`src/rtl/matrix_stream_loader.sv`:
```
// Parses a valid/ready stream of burst headers and row words. Each burst becomes
// one-hot row writes on NUM_CH storage write ports, preceded by a locator reset pulse.
module matrix_stream_loader #(
    parameter int DATA_W = 48,
    parameter int IDX_W  = 32,
    parameter int NUM_CH = 4,
    parameter int CNT_W  = 16
) (
    input  logic              clk_clk,
    input  logic              reset_reset_n,
    input  logic [DATA_W-1:0] s_data,
    input  logic              s_valid,
    output logic              s_ready,
    input  logic              abort,
    output logic [DATA_W-1:0] wr_data,
    output logic [IDX_W-1:0]  wr_layer_index,
    output logic [IDX_W-1:0]  wr_row_index,
    output logic [NUM_CH-1:0] wr_is_write,
    output logic              locator_reset,
    output logic              busy,
    output logic              done,
    output logic              err
);

    localparam int CH_W = (NUM_CH > 1) ? $clog2(NUM_CH) : 1;

    typedef enum logic [1:0] {
        IDLE   = 2'd0,
        LOCRST = 2'd1,
        STREAM = 2'd2,
        DONE   = 2'd3
    } state_t;

    state_t state_q, state_d;

    logic [CH_W-1:0]  hdr_ch_p0;
    logic [IDX_W-1:0] hdr_layer_p0;
    logic [CNT_W-1:0] hdr_rows_p0;
    logic [CNT_W-1:0] row_cnt_p0;
    logic             vld_p0;
    logic             last_beat;

    function automatic logic hdr_valid(input logic [DATA_W-1:0] w);
        return (w[47:40] == 8'hA5) && (w[39:32] < 8'(NUM_CH));
    endfunction

    assign vld_p0    = s_valid & s_ready;
    assign last_beat = (row_cnt_p0 == hdr_rows_p0 - CNT_W'(1));

    always_comb begin
        state_d       = state_q;
        s_ready       = 1'b0;
        locator_reset = 1'b0;
        busy          = 1'b1;
        done          = 1'b0;
        case (state_q)
            IDLE: begin
                busy    = 1'b0;
                s_ready = ~abort;
                if (vld_p0 && hdr_valid(s_data))
                    state_d = (s_data[15:0] == 16'd0) ? DONE : LOCRST;
            end
            LOCRST: begin
                locator_reset = 1'b1;
                state_d       = STREAM;
            end
            STREAM: begin
                s_ready = ~abort;
                if (vld_p0 && last_beat)
                    state_d = DONE;
            end
            DONE: begin
                done    = 1'b1;
                state_d = IDLE;
            end
            default: state_d = IDLE;
        endcase
        if (abort)
            state_d = IDLE;
        // While reset is held nothing may look ready, even though the state is IDLE.
        if (!reset_reset_n)
            s_ready = 1'b0;
    end

    // Stage p0 -> outputs: header latch, row counter and registered write strobe
    always_ff @(posedge clk_clk or negedge reset_reset_n) begin
        if (!reset_reset_n) begin
            state_q        <= IDLE;
            hdr_ch_p0      <= '0;
            hdr_layer_p0   <= '0;
            hdr_rows_p0    <= '0;
            row_cnt_p0     <= '0;
            wr_data        <= '0;
            wr_layer_index <= '0;
            wr_row_index   <= '0;
            wr_is_write    <= '0;
            err            <= 1'b0;
        end else begin
            state_q     <= state_d;
            wr_is_write <= '0;
            if (abort) begin
                err <= 1'b0;
            end else if (vld_p0 && state_q == IDLE) begin
                if (hdr_valid(s_data)) begin
                    hdr_ch_p0    <= CH_W'(s_data[39:32]);
                    hdr_layer_p0 <= IDX_W'(s_data[31:16]);
                    hdr_rows_p0  <= CNT_W'(s_data[15:0]);
                    row_cnt_p0   <= '0;
                end else begin
                    err <= 1'b1;
                end
            end else if (vld_p0 && state_q == STREAM) begin
                wr_data        <= s_data;
                wr_row_index   <= IDX_W'(row_cnt_p0);
                wr_layer_index <= hdr_layer_p0;
                wr_is_write    <= NUM_CH'(1) << hdr_ch_p0;
                row_cnt_p0     <= row_cnt_p0 + CNT_W'(1);
            end
        end
    end

endmodule

```
`config.mk`:
```
export PLATFORM = sky130hd
export DESIGN_NAME = matrix_stream_loader
export DESIGN_NICKNAME = d
export VERILOG_FILES = /design/src/rtl/matrix_stream_loader.sv
export SDC_FILE = /design/constraint.sdc
export NUM_CORES = 1
export LEC_CHECK = 0
export CAP_MARGIN = 20
export CORE_MARGIN = 1
export CORE_UTILIZATION = 45
export CTS_BUF_LIST = sky130_fd_sc_hd__clkbuf_16
export CTS_CLUSTER_SIZE = 28
export DETAILED_ROUTE_END_ITERATION = 7
export DONT_BUFFER_PORTS = 1
export GPL_TIMING_DRIVEN = 0
export SYNTH_ARGS = -nofsm -noshare
export SYNTH_HDL_FRONTEND = slang
export SYNTH_SLANG_ARGS = --single-unit
```
`constraint.sdc`:
```
create_clock -name clk_clk -period 3.6 [get_ports clk_clk]
set_input_delay 0.72 -clock clk_clk [delete_from_list [all_inputs] [get_ports clk_clk]]
set_output_delay 0.72 -clock clk_clk [all_outputs]
set_load 0.01 [all_outputs]
```
# Word-level counts from Yosys, hierarchy flattened
# Cells that the tools add are included.
# totals
regBits,137
input_bits,52
out_inout_bits,121
wordCells,60
# classes
n_addsub,2
n_lt_le_gt_ge,1
n_eq_ne,9
shift,1
mux,19
bitwise_logic,3
n_reduce_logical,15
# ops
op,n
$mux 16,3
$add 16x1->16 const B,1
$eq 16x16->1,1
$logic_not 16->1,1
$sub 16x1->16 const B,1
$mux 4,3
$reduce_and 3->1,3
$eq 8x8->1 const B,1
$lt 8x3->1 const B,1
$mux 1,8
$mux 2,4
$pmux 2 s4,1
$ne 3x3->1 const B,2
$logic_and 1x1->1,5
$eq 2x2->1 const B,2
$reduce_and 2->1,2
$reduce_bool 2->1,2
$shl 1x2->4 const A,1
$eq 2x1->1 const B,1
$logic_not 2->1,1
$ne 2x1->1 const B,1
$ne 2x2->1 const B,1
$not 1->1,2
$reduce_or 2->1,1
$and 1x1->1,1

# Longest topological paths before layout
# Gate-level depths: netlist (run 1).
# logic_depth
word_depth,9
mapped_depth,9
depth_no_buf,8

# Least setup slack after synthesis (run 1)
# Ideal clock, no wire load.
# synth_path
path_kind,register to register
start,register hdr_rows_p0[0]
end,register state_q[1]
setup_ns,0.128
t_arrival_ns,2.408
required_ns,3.472
path_slack_ns,1.065
stages_incl_launch_ff,9
path_buffers,0
period_less_slack_ns,2.535
cell_sequence,dfrtp_1 -> inv_1 -> ha_1 -> or4b_4 -> or4_4 -> xnor2_2 -> nor4_1 -> o2111ai_1 -> mux2_1
# synth_between
elab_chain_len,5
# synth_rtl
item,line,source
"start, declared",38,logic [CNT_W-1:0] hdr_rows_p0;
"start signal, assigned",107,hdr_rows_p0 <= CNT_W'(s_data[15:0]);
$sub 16x1->16,48,assign last_beat = (row_cnt_p0 == hdr_rows_p0 - CNT_W'(1));
$eq 16x16->1,48,
$logic_and 1x1->1,69,if (vld_p0 && last_beat)
$ne 3x3->1 (no source line),n/a,
$reduce_and 2->1 (no source line),n/a,
"end signal, assigned",99,state_q <= state_d;
"end, declared",34,"state_t state_q, state_d;"
# No other way between the ends.
# A chain may end at the register's enable or synchronous reset.

# Worst setup path after layout (run 1)
# Same ends and word-level chain as after synthesis.

==> impl_metrics.csv, run 1 <==
group,metric,value,unit
run_status,status,"finished, violations left",
run_status,violations,"negative hold slack",
synth,synth_edf_count,0,
synth,synthXorXnorAreaFrac,0.0463,
cts,post_cts_resized,0,
pwr,p_int,3.09,mW
synth,synth_ff_type,"dfrtp_1",
placement,dp_hpwl,10700,um
routing,num_vias,4604,
pwr,clkPwrFrac,0.376,
cts,cts_htree_levels,4,
routing,drc,0,
floorplan,rows,43,
critical_path,r2r-end,"state_q[1]$_DFFE_PN0P_",
floorplan,die_x,121,um
routing,drt_wl_total,15000,um
layout,n_fill_cell,1279,
cts,max-clock-path-buffers,2,
synth,synth_area_leader_cell,"dfrtp_1",
timing,fmax,337,MHz
synth,synthesis.area,6410,um^2
placement,dp.cells,868,
timing,finalCritPeriodShare,0.824,
timing,fin_crit,2.97,ns
floorplan,dieArea,14700,um^2
synth,synth_top_family_by_area,"simple AND/OR/NAND/NOR gates",
critical_path,worstReg2RegStart,"hdr_rows_p0[0]$_DFFE_PN0P_",
routing,first_pass_iters,4,
synth,ys_seq_area_frac,0.535,
synth,synth_compound_area_frac,0.0427,
cts,cts_setup_buffers,0,
timing,slew_violations,0,
timing,hold_viol,5,
synth,synth_most_common_cell,"nand2_1",
timing,rsz0062_at_grt,"false",
critical_path,path_buf_inv,1,
synth,yosysTopAreaCellShare,0.535,
synth,netlist_top_cells_area,"dfrtp_1 53%, nand2_1 14%, mux2_2 5.8%, buf_4 3.9%, xor2_1 2.5%",
pwr,swShare,0.312,
synth,synth_cell_types,54,
pwr,power.density,612,nW/um^2
cts,cts_root_buffer,"clkbuf_16",
routing,antenna_left,0,
grt,grt_pass1_wl,23700,um
cts,insertion_delay,0.42,ns
layout,drive_gt1_frac,0.161,
critical_path,cp_slowest_stage_delay,0.51,ns
placement,gp_congestion,0.839,
grt,antenna_found_initial,0,
pwr,p_sw,1.40,mW
synth,synthAdderAreaFrac,0.0137,
critical_path,ff2ff_setup_slack,0.63,ns
floorplan,core,13900,um^2
timing,skew,0.0112,ns
timing,max_slew_margin,0.459,
routing,routed_via_density,5.12,
critical_path,critPathMaxFanout,6,
timing,setup_violations,0,
synth,synthCells,657,
critical_path,cpLargestDelayFamily,"simple AND/OR/NAND/NOR gates",
pwr,power_frac_seq,0.497,
layout,final_cells,900,
synth,yosys.area_share.simple,0.233,
grt,grt_pass1_vias,4622,
critical_path,r2r_cells,8,
critical_path,crit_required,3.89,ns
critical_path,critical_path_arrival,3.26,ns
placement,port_buffers,0,
routing,wl_per_cell,16.6,um
layout,final_nets,766,
critical_path,worstPathCellList,"inv_1, ha_1, or4b_4, or4_4, xnor2_2, nor4_1, o2111ai_1, mux2_1",
pwr,power_leakage,3.79,nW
critical_path,end_kind,"flip-flop",
pwr,ir_drop,0.000295,V
synth,async_reset_ff_frac,1.00,
pwr,pwr-share-comb,0.127,
critical_path,crit_path_start_kind,"flip-flop",
timing,fin_tns_setup,0,ns
grt,overflow,0,
critical_path,critPathKind,"flip-flop to flip-flop",
critical_path,cp_slowest_cell,"or4b_4",
routing,dr.first_iter.drc_count,207,
cts,cts.sinks,137,
synth,yosys-top-cells-count,"247 x nand2_1, 137 x dfrtp_1, 33 x buf_4, 33 x mux2_2, 28 x nor2_1",
layout,n_antenna_cell,0,
job,maxCapViolations,0,
synth,yosysWarnings,0,
floorplan,io_pins,173,
timing,whs,-0.00297,ns
worst_hold_path,hold_path_class,"input pin to asynchronous set/reset pin",
floorplan,start_util,0.462,
synth,synth.avg_cell_area,9.76,um^2
synth,synth_mux_area_frac,0.0628,
synth,synth-seq-cells,137,
cts,path_clk_slew,0.06,ns
cts,cts_tree,"built",
floorplan,die_h,121,um
grt,grt_util_all_layers,0.215,
grt,grt_max_degree,140,
cts,cts_made_buffers,17,
layout,area_growth,14.3,%
timing,tightestPinTransition,0.809,ns
through the flow:
stage | setup slack (ns) | power [mW] | utilization | area [um^2] | hold slack [ns]
floorplan | 1.06 | 2.65 | - | 6530 | 0.424
global placement | 0.301 | 2.79 | 0.486 | 6750 | 0.428
detailed placement | 0.298 | 2.83 | 0.486 | 6750 | 0.427
CTS | 0.627 | 4.53 | 0.528 | 7330 | -0.0212
global route | 0.352 | 4.72 | 0.528 | 7330 | -0.0222
finish | 0.633 | 4.49 | 0.528 | 7330 | -0.00297
layout by cell type (no fill, tap or decap), drive strengths merged, types with 7 or more instances in the layout:
master	netlist	routed
clkbuf	23	40
nand2	247	247
buf	40	40
nand3	9	9
xnor2	15	15
nand4	11	11
conb	1	32
dfrtp	137	137
ha	7	7
nor2	28	28
xor2	18	18
mux2	34	34
clkinv	0	7
nor4	10	10
inv	12	14
o21ai	8	8
layer usage:
layer,part of all wire,track usage
met5,0,0
met4,0.017,0.0856
met3,0.087,0.0733
met2,0.49,0.349
met1,0.41,0.263
kinds of logic after synthesis:
family | count (synthesis)
AND/OR/NAND/NOR | 336
flip-flops | 137
buffers and inverters | 75
multiplexers | 36
XOR/XNOR | 33
AO/OA/AOI/OAI | 32
adder cells (fa/ha/maj) | 7
other | 1
power by group through the flow:
stage	Sequential (mW)	Clock, mW	Combinational [mW]
finish	2.23	1.69	0.571
global route	2.27	1.78	0.669
CTS	2.24	1.72	0.576
detailed placement	2.25	0	0.581
global placement	2.25	0	0.540
floorplan	2.18	0	0.470
worst max path at each step:
stage                               startpoint                             to  slack [ns]  cells past startpoint
floorplan           hdr_rows_p0[0]$_DFFE_PN0P_         state_q[1]$_DFFE_PN0P_        1.06                      8
global placement                    s_data[41]    hdr_layer_p0[9]$_DFFE_PN0P_        0.30                      5
detailed placement                  s_data[41]   hdr_layer_p0[12]$_DFFE_PN0P_        0.30                      5
CTS                     state_q[0]$_DFFE_PN0P_        wr_data[30]$_DFFE_PN0P_        0.63                      8
global route            state_q[0]$_DFFE_PN0P_  wr_layer_index[0]$_DFFE_PN0P_        0.35                      8
finish              hdr_rows_p0[0]$_DFFE_PN0P_         state_q[1]$_DFFE_PN0P_        0.63                      8
area by class of cell:
class / instances / area [um^2] / area share
inverters: 12 / 45.0 / 0.00615
multi-input cells: 476 / 2670 / 0.365
plain buffers: 63 / 382 / 0.0521
flip-flops and latches: 137 / 3430 / 0.468
clock inverters: 15 / 151 / 0.0207
clock buffers: 17 / 425 / 0.0580
well taps: 180 / 225 / 0.0307
flip-flops by register name, summed over array words and instances (netlist names):
signal,count
state_q,2
wr_row_index,16
wr_is_write,4
hdr_ch_p0,2
hdr_rows_p0,16
wr_data,48
hdr_layer_p0,16
wr_layer_index,16
row_cnt_p0,16
err,1
No activity file was read; power rests on OpenSTA's default activity.
==> inputs of run 2 (changes only) <==
clock period = 2.4 ns   (was 3.6 ns; I/O delays follow)
==> impl_metrics.csv, run 2 (same netlist as run 1, synthesis figures left out) <==
group,metric,value,unit
run_status,status,"finished, violations left",
run_status,violations,"negative hold slack, negative setup slack",
layout,finalCoreUtilization,0.549,
routing,antenna_left,0,
floorplan,rows,43,
routing,wl_met2,7300,um
pwr,power_leakage,3.95,nW
cts,cts_root_buffer,"clkbuf_16",
placement,place_ws,-0.871,ns
layout,final_nets,785,
timing,fin_crit,2.58,ns
cts,cts.sinks,137,
pwr,power.density,907,nW/um^2
floorplan,dieArea,14700,um^2
worst_hold_path,hold_path_class,"input pin to asynchronous set/reset pin",
timing,skew,0.00396,ns
critical_path,critical_path_arrival,2.88,ns
routing,drt_wl_total,15300,um
pwr,power_frac_seq,0.484,
pwr,totalPowerFinal,6.91,mW
layout,drive_gt1_frac,0.223,
cts,insertion_delay,0.41,ns
cts,path_clk_slew,0.06,ns
timing,fin_tns_setup,-0.325,ns
layout,final_cell_mix,"247 x nand2_1, 136 x dfrtp_1, 52 x buf_4",
timing,rsz0062_at_grt,"true",
critical_path,crit_path_start_kind,"flip-flop",
timing,setup_ws,-0.176,ns
pwr,clkPwrFrac,0.383,
critical_path,crit_start,"hdr_rows_p0[0]$_DFFE_PN0P_",
cts,max-clock-path-buffers,2,
pwr,ir_drop,0.000527,V
timing,fmax,388,MHz
floorplan,core,13900,um^2
routing,maxUsedRoutingLayer,"met4",
cts,cts_tree,"built",
critical_path,critPathKind,"flip-flop to flip-flop",
timing,tightestPinTransition,0.695,ns
job,maxCapViolations,0,
critical_path,critPathMaxFanout,4,
grt,grt_max_degree,140,
routing,dr.first_iter.drc_count,245,
timing,max_slew_margin,0.537,
routing,wl_met3,1230,um
critical_path,cp_slowest_stage_delay,0.47,ns
grt,grt_pass1_vias,4792,
grt,overflow,0,
floorplan,start_util,0.462,
pwr,swShare,0.309,
routing,first_pass_iters,5,
placement,gp_congestion,0.841,
pwr,pwr-share-comb,0.133,
layout,final_cells,919,
routing,wl_per_cell,16.6,um
pwr,p_sw,2.14,mW
grt,grt_pass1_wl,24100,um
layout,largest_reg_flops,48,
timing,finalCritPeriodShare,1.07,
routing,num_vias,4676,
cts,cts_htree_levels,4,
cts,cts_made_buffers,17,
grt,grt_util_all_layers,0.216,
placement,dpl_cell_area,6770,um^2
layout,final_common_cell,"nand2_1",
layout,n_antenna_cell,0,
critical_path,r2r_cells,8,
routing,drc,0,
timing,setup_violations,2,
placement,dp_hpwl,10700,um
placement,port_buffers,0,
timing,hold_viol,137,
timing,slew_violations,0,
layout,area_growth,18.9,%
critical_path,worstPathCellList,"inv_2, ha_4, or4b_4, or4_4, xnor2_2, nor4_2, o2111ai_2, mux2_4",
floorplan,io_pins,173,
floorplan,die_h,121,um
grt,antenna_found_initial,0,
layout,final_area,7620,um^2
critical_path,cp_slowest_cell,"or4b_4",
placement,dp.cells,868,
critical_path,end_kind,"flip-flop",
critical_path,crit_required,2.70,ns
critical_path,worstReg2RegStart,"hdr_rows_p0[0]$_DFFE_PN0P_",
floorplan,die_x,121,um
layout,top_register,"wr_data",
routing,m1WireLength,6420,um
timing,whs,-0.244,ns
pwr,p_int,4.77,mW
routing,routed_via_density,5.09,
-- run 2: timing repair --
| action | CTS | global route |
|---|---|---|
| buffers inserted | 14 | 5 |
| pin swaps | 7 | 2 |
| resized for setup | 19 | 29 |
| endpoints found under the setup margin | 133 | 112 |
| hold endpoints to repair | 137 | 137 |
-- run 2: metal layers --
metal | vias to the layer above | GRT usage
li1 | 2218 | -
met1 | 2298 | 0.262
met2 | 137 | 0.348
met3 | 23 | 0.0766
met4 | 0 | 0.0895
met5 | - | 0
-- run 2: cell type report --
| type | count | area, um^2 |
|---|---|---|
| plain buffers | 63 | 419 |
| flip-flops and latches | 137 | 3430 |
| repair buffers | 19 | 155 |
| inverters | 12 | 45.0 |
| clock inverters | 15 | 176 |
| well taps | 180 | 225 |
| fillers | 1249 | 6260 |
| clock buffers | 17 | 425 |
| multi-input cells | 476 | 2750 |
-- run 2: final timing paths --
check | slack (ns) | endpoint
setup reg to reg | -0.18 | state_q[1]$_DFFE_PN0P_
setup / recovery | -0.18 | state_q[1]$_DFFE_PN0P_
min in group clk_clk | 0.12 | err$_DFFE_PN0P_
hold / removal | -0.24 | wr_data[2]$_DFFE_PN0P_
max in group asynchronous | 2.40 | wr_layer_index[8]$_DFFE_PN0P_
hold reg to reg | 0.46 | wr_layer_index[13]$_DFFE_PN0P_
-- run 2: worst max-delay path: cells and delay by family, from the launching register on --
| family | cells | cell delay (ns) |
|---|---|---|
| flops | 1 | 0.44 |
| fa+ha+maj | 1 | 0.13 |
| compound gates | 1 | 0.21 |
| simple gates | 3 | 1.11 |
| mux | 1 | 0.34 |
| xor+xnor | 1 | 0.15 |
| buf+inv | 1 | 0.09 |
-- run 2: power groups by stage --
stage,clock network [mW],logic [mW],registers (mW)
final,2.65,0.918,3.35
after global routing,2.79,1.06,3.41
after CTS,2.70,0.903,3.36
after detailed placement,0,0.868,3.38
after global placement,0,0.808,3.37
after floorplan,0,0.705,3.28
==> inputs of run 3 (changes only) <==
ABC_CLOCK_PERIOD_IN_PS = 2400   (was unset)
==> results of run 3 <==
Final layout, timing and power as in run 2 (identical DEF).
